--- src/rtl/view_splitter_if.sv ---
// rtl/view_splitter_if.sv - raster in / parallel-view out signal bundle for view_splitter
interface view_splitter_if #(
    parameter int N_VIEWS = 2,
    parameter int PIX_W   = 24
);
    logic                       de_in;
    logic                       h_sync_in;
    logic                       v_sync_in;
    logic [PIX_W-1:0]           pixel_in;
    logic                       de_out;
    logic                       h_sync_out;
    logic                       v_sync_out;
    logic [N_VIEWS*PIX_W-1:0]   pixel_out;
    logic                       line_err;

    modport master (
        output de_in, h_sync_in, v_sync_in, pixel_in,
        input  de_out, h_sync_out, v_sync_out, pixel_out, line_err
    );

    modport slave (
        input  de_in, h_sync_in, v_sync_in, pixel_in,
        output de_out, h_sync_out, v_sync_out, pixel_out, line_err
    );
endinterface

--- src/rtl/view_splitter.sv ---
// rtl/view_splitter.sv - splits N side-by-side views of a raster line into column-aligned parallel pixels
module view_splitter #(
    parameter int H_ACTIVE = 128,
    parameter int N_VIEWS  = 2,
    parameter int PIX_W    = 24
) (
    input  logic            clk,
    input  logic            rst,
    view_splitter_if.slave  bus
);
    localparam int W      = H_ACTIVE / N_VIEWS;
    localparam int SEG_W  = $clog2(N_VIEWS);
    localparam int ADDR_W = (W > 1) ? $clog2(W) : 1;
    localparam logic [SEG_W-1:0]  LAST_SEG  = SEG_W'(N_VIEWS - 1);
    localparam logic [ADDR_W-1:0] LAST_ADDR = ADDR_W'(W - 1);

    generate
        if (N_VIEWS < 2 || (H_ACTIVE % N_VIEWS) != 0) begin : g_bad_params
            $error("view_splitter: N_VIEWS must be >= 2 and divide H_ACTIVE");
        end
    endgenerate

    logic [SEG_W-1:0]  seg;
    logic [ADDR_W-1:0] addr;
    logic              full;
    logic              ovf;
    logic              ignore;
    logic              in_run;
    logic              err_q;
    logic              accept;
    logic              wr_en;
    logic              rd_en;

    // ignore blocks the tail of a run that was already in progress across a reset
    assign accept = bus.de_in && !ignore && !full;
    assign wr_en  = accept && (seg != LAST_SEG);
    assign rd_en  = accept && (seg == LAST_SEG);

    always_ff @(posedge clk) begin
        if (rst) begin
            seg    <= '0;
            addr   <= '0;
            full   <= 1'b0;
            ovf    <= 1'b0;
            in_run <= 1'b0;
            ignore <= bus.de_in;
            err_q  <= 1'b0;
        end else begin
            err_q <= in_run && !bus.de_in && (ovf || !full);
            if (!bus.de_in) begin
                seg    <= '0;
                addr   <= '0;
                full   <= 1'b0;
                ovf    <= 1'b0;
                in_run <= 1'b0;
                ignore <= 1'b0;
            end else if (accept) begin
                in_run <= 1'b1;
                if (addr == LAST_ADDR) begin
                    addr <= '0;
                    if (seg == LAST_SEG) full <= 1'b1;
                    else                 seg  <= seg + 1'b1;
                end else begin
                    addr <= addr + 1'b1;
                end
            end else if (full && !ignore) begin
                ovf <= 1'b1;
            end
        end
    end

    logic [(N_VIEWS-1)*PIX_W-1:0] rd_all;

    generate
        for (genvar b = 0; b < N_VIEWS - 1; b++) begin : g_bank
            logic [PIX_W-1:0] mem [W];
            logic [PIX_W-1:0] rd;
            always_ff @(posedge clk) begin
                if (wr_en && seg == SEG_W'(b)) mem[addr] <= bus.pixel_in;
                if (rd_en) rd <= mem[addr];
            end
            assign rd_all[b*PIX_W +: PIX_W] = rd;
        end
    endgenerate

    logic                     vld_d1;
    logic [PIX_W-1:0]         pix_d1;
    logic                     de_q;
    logic [N_VIEWS*PIX_W-1:0] pixel_q;
    logic [1:0]               hs_d;
    logic [1:0]               vs_d;

    // the live pixel is the last view, so it is delayed alongside the bank read
    always_ff @(posedge clk) begin
        if (rst) begin
            vld_d1  <= 1'b0;
            pix_d1  <= '0;
            de_q    <= 1'b0;
            pixel_q <= '0;
            hs_d    <= '0;
            vs_d    <= '0;
        end else begin
            vld_d1 <= rd_en;
            if (rd_en) pix_d1 <= bus.pixel_in;
            de_q <= vld_d1;
            if (vld_d1) pixel_q <= {pix_d1, rd_all};
            hs_d <= {hs_d[0], bus.h_sync_in};
            vs_d <= {vs_d[0], bus.v_sync_in};
        end
    end

    assign bus.de_out     = de_q;
    assign bus.pixel_out  = pixel_q;
    assign bus.h_sync_out = hs_d[1];
    assign bus.v_sync_out = vs_d[1];
    assign bus.line_err   = err_q;
endmodule

--- src/flat_wrapper.sv ---
// flat-port wrapper written by rule: the top's interface ports become plain ports
module view_splitter_flat 
#(
    parameter int H_ACTIVE = 128,
    parameter int N_VIEWS  = 2,
    parameter int PIX_W    = 24
)
  (clk, rst, bus_de_in, bus_h_sync_in, bus_v_sync_in, bus_pixel_in, bus_de_out, bus_h_sync_out, bus_v_sync_out, bus_pixel_out, bus_line_err);
  view_splitter_if #(.N_VIEWS(N_VIEWS), .PIX_W(PIX_W)) bus_i ();
  input  logic clk;
  input  logic rst;
  input wire logic [$bits(bus_i.de_in)-1:0] bus_de_in;
  input wire logic [$bits(bus_i.h_sync_in)-1:0] bus_h_sync_in;
  input wire logic [$bits(bus_i.v_sync_in)-1:0] bus_v_sync_in;
  input wire logic [$bits(bus_i.pixel_in)-1:0] bus_pixel_in;
  output wire logic [$bits(bus_i.de_out)-1:0] bus_de_out;
  output wire logic [$bits(bus_i.h_sync_out)-1:0] bus_h_sync_out;
  output wire logic [$bits(bus_i.v_sync_out)-1:0] bus_v_sync_out;
  output wire logic [$bits(bus_i.pixel_out)-1:0] bus_pixel_out;
  output wire logic [$bits(bus_i.line_err)-1:0] bus_line_err;
  assign bus_i.de_in = bus_de_in;
  assign bus_i.h_sync_in = bus_h_sync_in;
  assign bus_i.v_sync_in = bus_v_sync_in;
  assign bus_i.pixel_in = bus_pixel_in;
  assign bus_de_out = bus_i.de_out;
  assign bus_h_sync_out = bus_i.h_sync_out;
  assign bus_v_sync_out = bus_i.v_sync_out;
  assign bus_pixel_out = bus_i.pixel_out;
  assign bus_line_err = bus_i.line_err;
  view_splitter #(.H_ACTIVE(H_ACTIVE), .N_VIEWS(N_VIEWS), .PIX_W(PIX_W)) u_core (.clk(clk), .rst(rst), .bus(bus_i));
endmodule
--- config.mk ---
export PLATFORM = sky130hd
export DESIGN_NAME = view_splitter_flat
export DESIGN_NICKNAME = d
export VERILOG_FILES = /design/src/rtl/view_splitter_if.sv /design/src/rtl/view_splitter.sv /design/src/flat_wrapper.sv
export SDC_FILE = /design/constraint.sdc
export NUM_CORES = 2
export LEC_CHECK = 0
export CAP_MARGIN = 20
export CORE_ASPECT_RATIO = 0.7
export CORE_MARGIN = 1
export CORE_UTILIZATION = 61
export DETAILED_ROUTE_END_ITERATION = 10
export HOLD_SLACK_MARGIN = 0.15
export PLACE_DENSITY_LB_ADDON = 0.15
export SETUP_SLACK_MARGIN = 0.02
export SLEW_MARGIN = 10
export SYNTH_ARGS = -nofsm -noshare
export SYNTH_HDL_FRONTEND = slang
export SYNTH_SLANG_ARGS = --single-unit
export TNS_END_PERCENT = 30
--- constraint.sdc ---
create_clock -name clk -period 4.5 [get_ports clk]
set_clock_uncertainty 0.2 [all_clocks]
set_input_delay 0.45 -clock clk [delete_from_list [all_inputs] [get_ports clk]]
set_output_delay 0.45 -clock clk [all_outputs]
set_load 0.005 [all_outputs]
==> flow_metrics.tcl <==
set metrics [dict create \
    numCtsBuffers 149 \
    wl_per_cell_um 34.7 \
    synth_area_um2 62500 \
    busiest_layer "met1" \
    num_rows 97 \
    clock.fmax_mhz 241 \
    place_inst 5023 \
    yosysSeqAreaShare_pct 77.9 \
    ys_ff_latch 1650 \
    instances_no_fill 5318 \
    drt_iter0_markers 7127 \
    dp_hpwl_um 113000 \
    ctsHoldBuffers 20 \
    tns_ns 0 \
    grt_max_degree 83 \
    power_leakage_nw 21.7 \
    antenna_found_initial 8 \
    syn_inst 3688 \
    dieArea_um2 104000 \
    path_delay_family "simple AND/OR/NAND/NOR gates" \
    chipWidth_um 384 \
    num-nets-final 3888 \
    clkLatencyLatePin_ns 0.77 \
    synthTopCellsByCount "edfxtp_1, a22oi_1, mux2i_1" \
    max_slew_margin_pct 23.3 \
    path_class "flip-flop to flip-flop" \
    power.switching_w 0.00617 \
    track_usage_pct 35.7 \
    placed_area_um2 65500 \
    worst_ep_required_time_ns 4.81 \
    pwr-share-seq_pct 56.0 \
    async_reset_ff_share_pct 0 \
    overflow 0 \
    grt_util_met1_pct 54.4 \
    crit_path_start_kind "flip-flop" \
    synthDistinctLibCells 62 \
    yosysTopAreaCell "edfxtp_1" \
    final_layout_size_suffix_gt1_share_pct 15.4 \
    fill_cells 6417 \
    drc 0 \
    start_util_pct 62.0 \
    cts_max_path_buffers 3 \
    cts_sinks 1650 \
    gr-usage-met3_pct 10.9 \
    crit_chain "inv_2 > nand2_2 > o22ai_1 > nor4_1 > buf_4 > o2111ai_1 > or4b_1" \
    holdCritPathClass "input port to flip-flop" \
    rsz0062_at_grt "no" \
    cts.clk_slew.worst_paths_ns 0.06 \
    final-max-slew-violation-count 0 \
    p_per_area_nw_per_um2 426 \
    finish.instance_area_um2 70400 \
    cp-end-kind "flip-flop" \
    post_cts_buffers 0 \
    pwr-share-comb_pct 2.8 \
    num_vias 38100 \
    synth.top_cell.area_share_pct 75.0 \
    synth_flop_cell "edfxtp_1" \
    cp_max_fo 31 \
    final-setup-viol-count 0 \
    antenna_left 0 \
    grt_pass1_vias 36000 \
    fin_crit_ns 4.15 \
    vdd_drop_max_uv 345 \
    root_buffer "clkbuf_16" \
    cts_htree_levels 4 \
    hold_viol 0 \
    drt-vias-per-instance 7.17 \
    clkPwrFrac_pct 41.1 \
    maxCapViolCount 0 \
    p_int_w 0.0238 \
    slowest_stage "nor4_1" \
    syn-num-nets 3718 \
    cts_resized 0 \
    io_pins 81 \
    timing.final.crit_share_pct 92.3 \
    gp_congestion 0.935 \
    core_area_um2 101000 \
    yosys_warnings 0 \
    crit_buf_inv 2 \
    die_h_um 270 \
    switching_share_pct 20.6 \
    syn_to_final_growth_pct 12.7 \
    status "complete, no violations" \
    critPathMaxStageDelay_ns 0.81 \
    synth_area_leaders "edfxtp_1, a22oi_1, mux2i_1, dfxtp_1, a221oi_1" \
    grt.met2_usage_pct 49.5 \
    synth_most_common_cell "edfxtp_1" \
    avgSynthCellArea_um2 16.9 \
    grt_pass1_wl_um 262000 \
    portBuffers 80 \
    tightest_slew_ns 1.15 \
    synth-edff-count 1561 \
    critPathArrivalTime_ns 4.46 \
    first_pass_iters 6 \
    wl_um 185000 \
    fin_util_pct 69.9 \
    cts_tree "done" \
]
-- cell type report --
class                   count  area, um2  area share, %
clock inverters            76        644          0.915
multi-input cells        1753      12800           18.2
inverters                   7       26.3         0.0373
well taps                1336       1670           2.37
clock buffers             198       4030           5.72
diodes                      1       2.50        0.00355
repair buffers            297       2550           3.63
flip-flops and latches   1650      48700           69.1
-- path summary, 6_finish.rpt --
check                        from                endpoint  slack, ns  depth (start not counted)
setup / recovery   u_core.addr[2]  u_core.g_bank[0].rd[8]       0.35                          7
hold / removal    bus_pixel_in[1]        u_core.pix_d1[1]       0.19                          4
setup reg to reg   u_core.addr[2]  u_core.g_bank[0].rd[8]       0.35                          7
hold reg to reg    u_core.vs_d[0]          u_core.vs_d[1]       0.24                          1
-- state kept, by name, indices dropped and copies added, names as in the netlist --
| name | cells |
|---|---|
| u_core.pix_d1 | 24 |
| u_core.g_bank.rd | 24 |
| u_core.full | 1 |
| u_core.ignore | 1 |
| u_core.addr | 6 |
| u_core.g_bank.mem | 1536 |
| u_core.vld_d1 | 1 |
| u_core.bus.line_err | 1 |
| u_core.bus.de_out | 1 |
| u_core.vs_d | 2 |
| u_core.hs_d | 2 |
| u_core.seg | 1 |
| u_core.bus.pixel_out | 48 |
| u_core.ovf | 1 |
| u_core.in_run | 1 |
-- power groups by stage --
| stage | Sequential (W) | Clock, W | Combinational [W] |
|---|---|---|---|
| 2_1_floorplan | 0.0171 | 0 | 0.000289 |
| 3_3_place_gp | 0.0171 | 0 | 0.000782 |
| 3_5_place_dp | 0.0171 | 0 | 0.000809 |
| 4_1_cts | 0.0168 | 0.0124 | 0.000824 |
| 5_1_grt | 0.0168 | 0.0130 | 0.000880 |
| 6_report | 0.0168 | 0.0123 | 0.000853 |
-- placed cells by master (no fill, tap or decap), types with 10 or more instances in the layout --
cell type        netlist  layout
edfxtp_1            1561    1561
a22oi_1              366     366
mux2i_1              191     191
buf_4                 19     181
clkbuf_16              0     152
o22ai_1              151     151
a221oi_1             144     144
nor2_1               157     132
o21ai_0              124     119
nand2_1              108     107
a21oi_1              102     102
dfxtp_1               89      84
mux2_2                79      79
clkdlybuf4s50_1        0      55
nor3_2                 0      43
clkbuf_1             121      41
a31oi_1               33      33
o221ai_1              31      31
clkinv_1               0      27
a22o_1                26      26
clkinv_2               0      26
buf_2                 90      25
nor2_2                 1      23
dlygate4sd3_1          0      20
buf_12                 0      16
or3_1                 13      13
nand3_1               12      12
nand4_1               12      12
mux4_2                12      12
o22a_1                11      11
nor3_1                53      10
nand3b_1              10      10
o2111ai_1             10      10
-- routing by layer --
metal	wire, um	part of all wire (%)	vias to the layer above
met3	28800	16	328
met4	5200	2.8	2
li1	-	-	15400
met5	13	0.0070	-
met2	79100	43	3043
met1	71600	39	19300
-- worst register-to-register path: stages (launching register included) --
cell       delay, ns
dfxtp_4         0.74
inv_2           0.36
nand2_2         0.41
o22ai_1         0.20
nor4_1          0.81
buf_4           0.28
o2111ai_1       0.34
or4b_1          0.57
-- logic make-up (layout without fill, tap and decap cells) --
family / after synthesis / after routing / share of synthesized area [%]
compound gates: 1028 / 1028 / 11.6
xor+xnor: 5 / 5 / 0.0701
fa+ha+maj: 1 / 1 / 0.0200
buf+inv: 285 / 578 / 2.18
flops: 1650 / 1650 / 77.9
mux: 284 / 284 / 4.95
other cells: 0 / 1 / 0
simple gates: 435 / 435 / 3.32
-- through the flow --
step	worst slack (ns)	hold slack (ns)	power [W]
3_3_place_gp	0.525	0.217	0.0179
6_report	0.348	0.187	0.0300
5_1_grt	0.371	0.210	0.0306
4_1_cts	0.523	0.157	0.0300
3_5_place_dp	0.550	0.229	0.0180
2_1_floorplan	0.510	0.214	0.0174
Note: power is estimated with default switching activity, not from simulation.
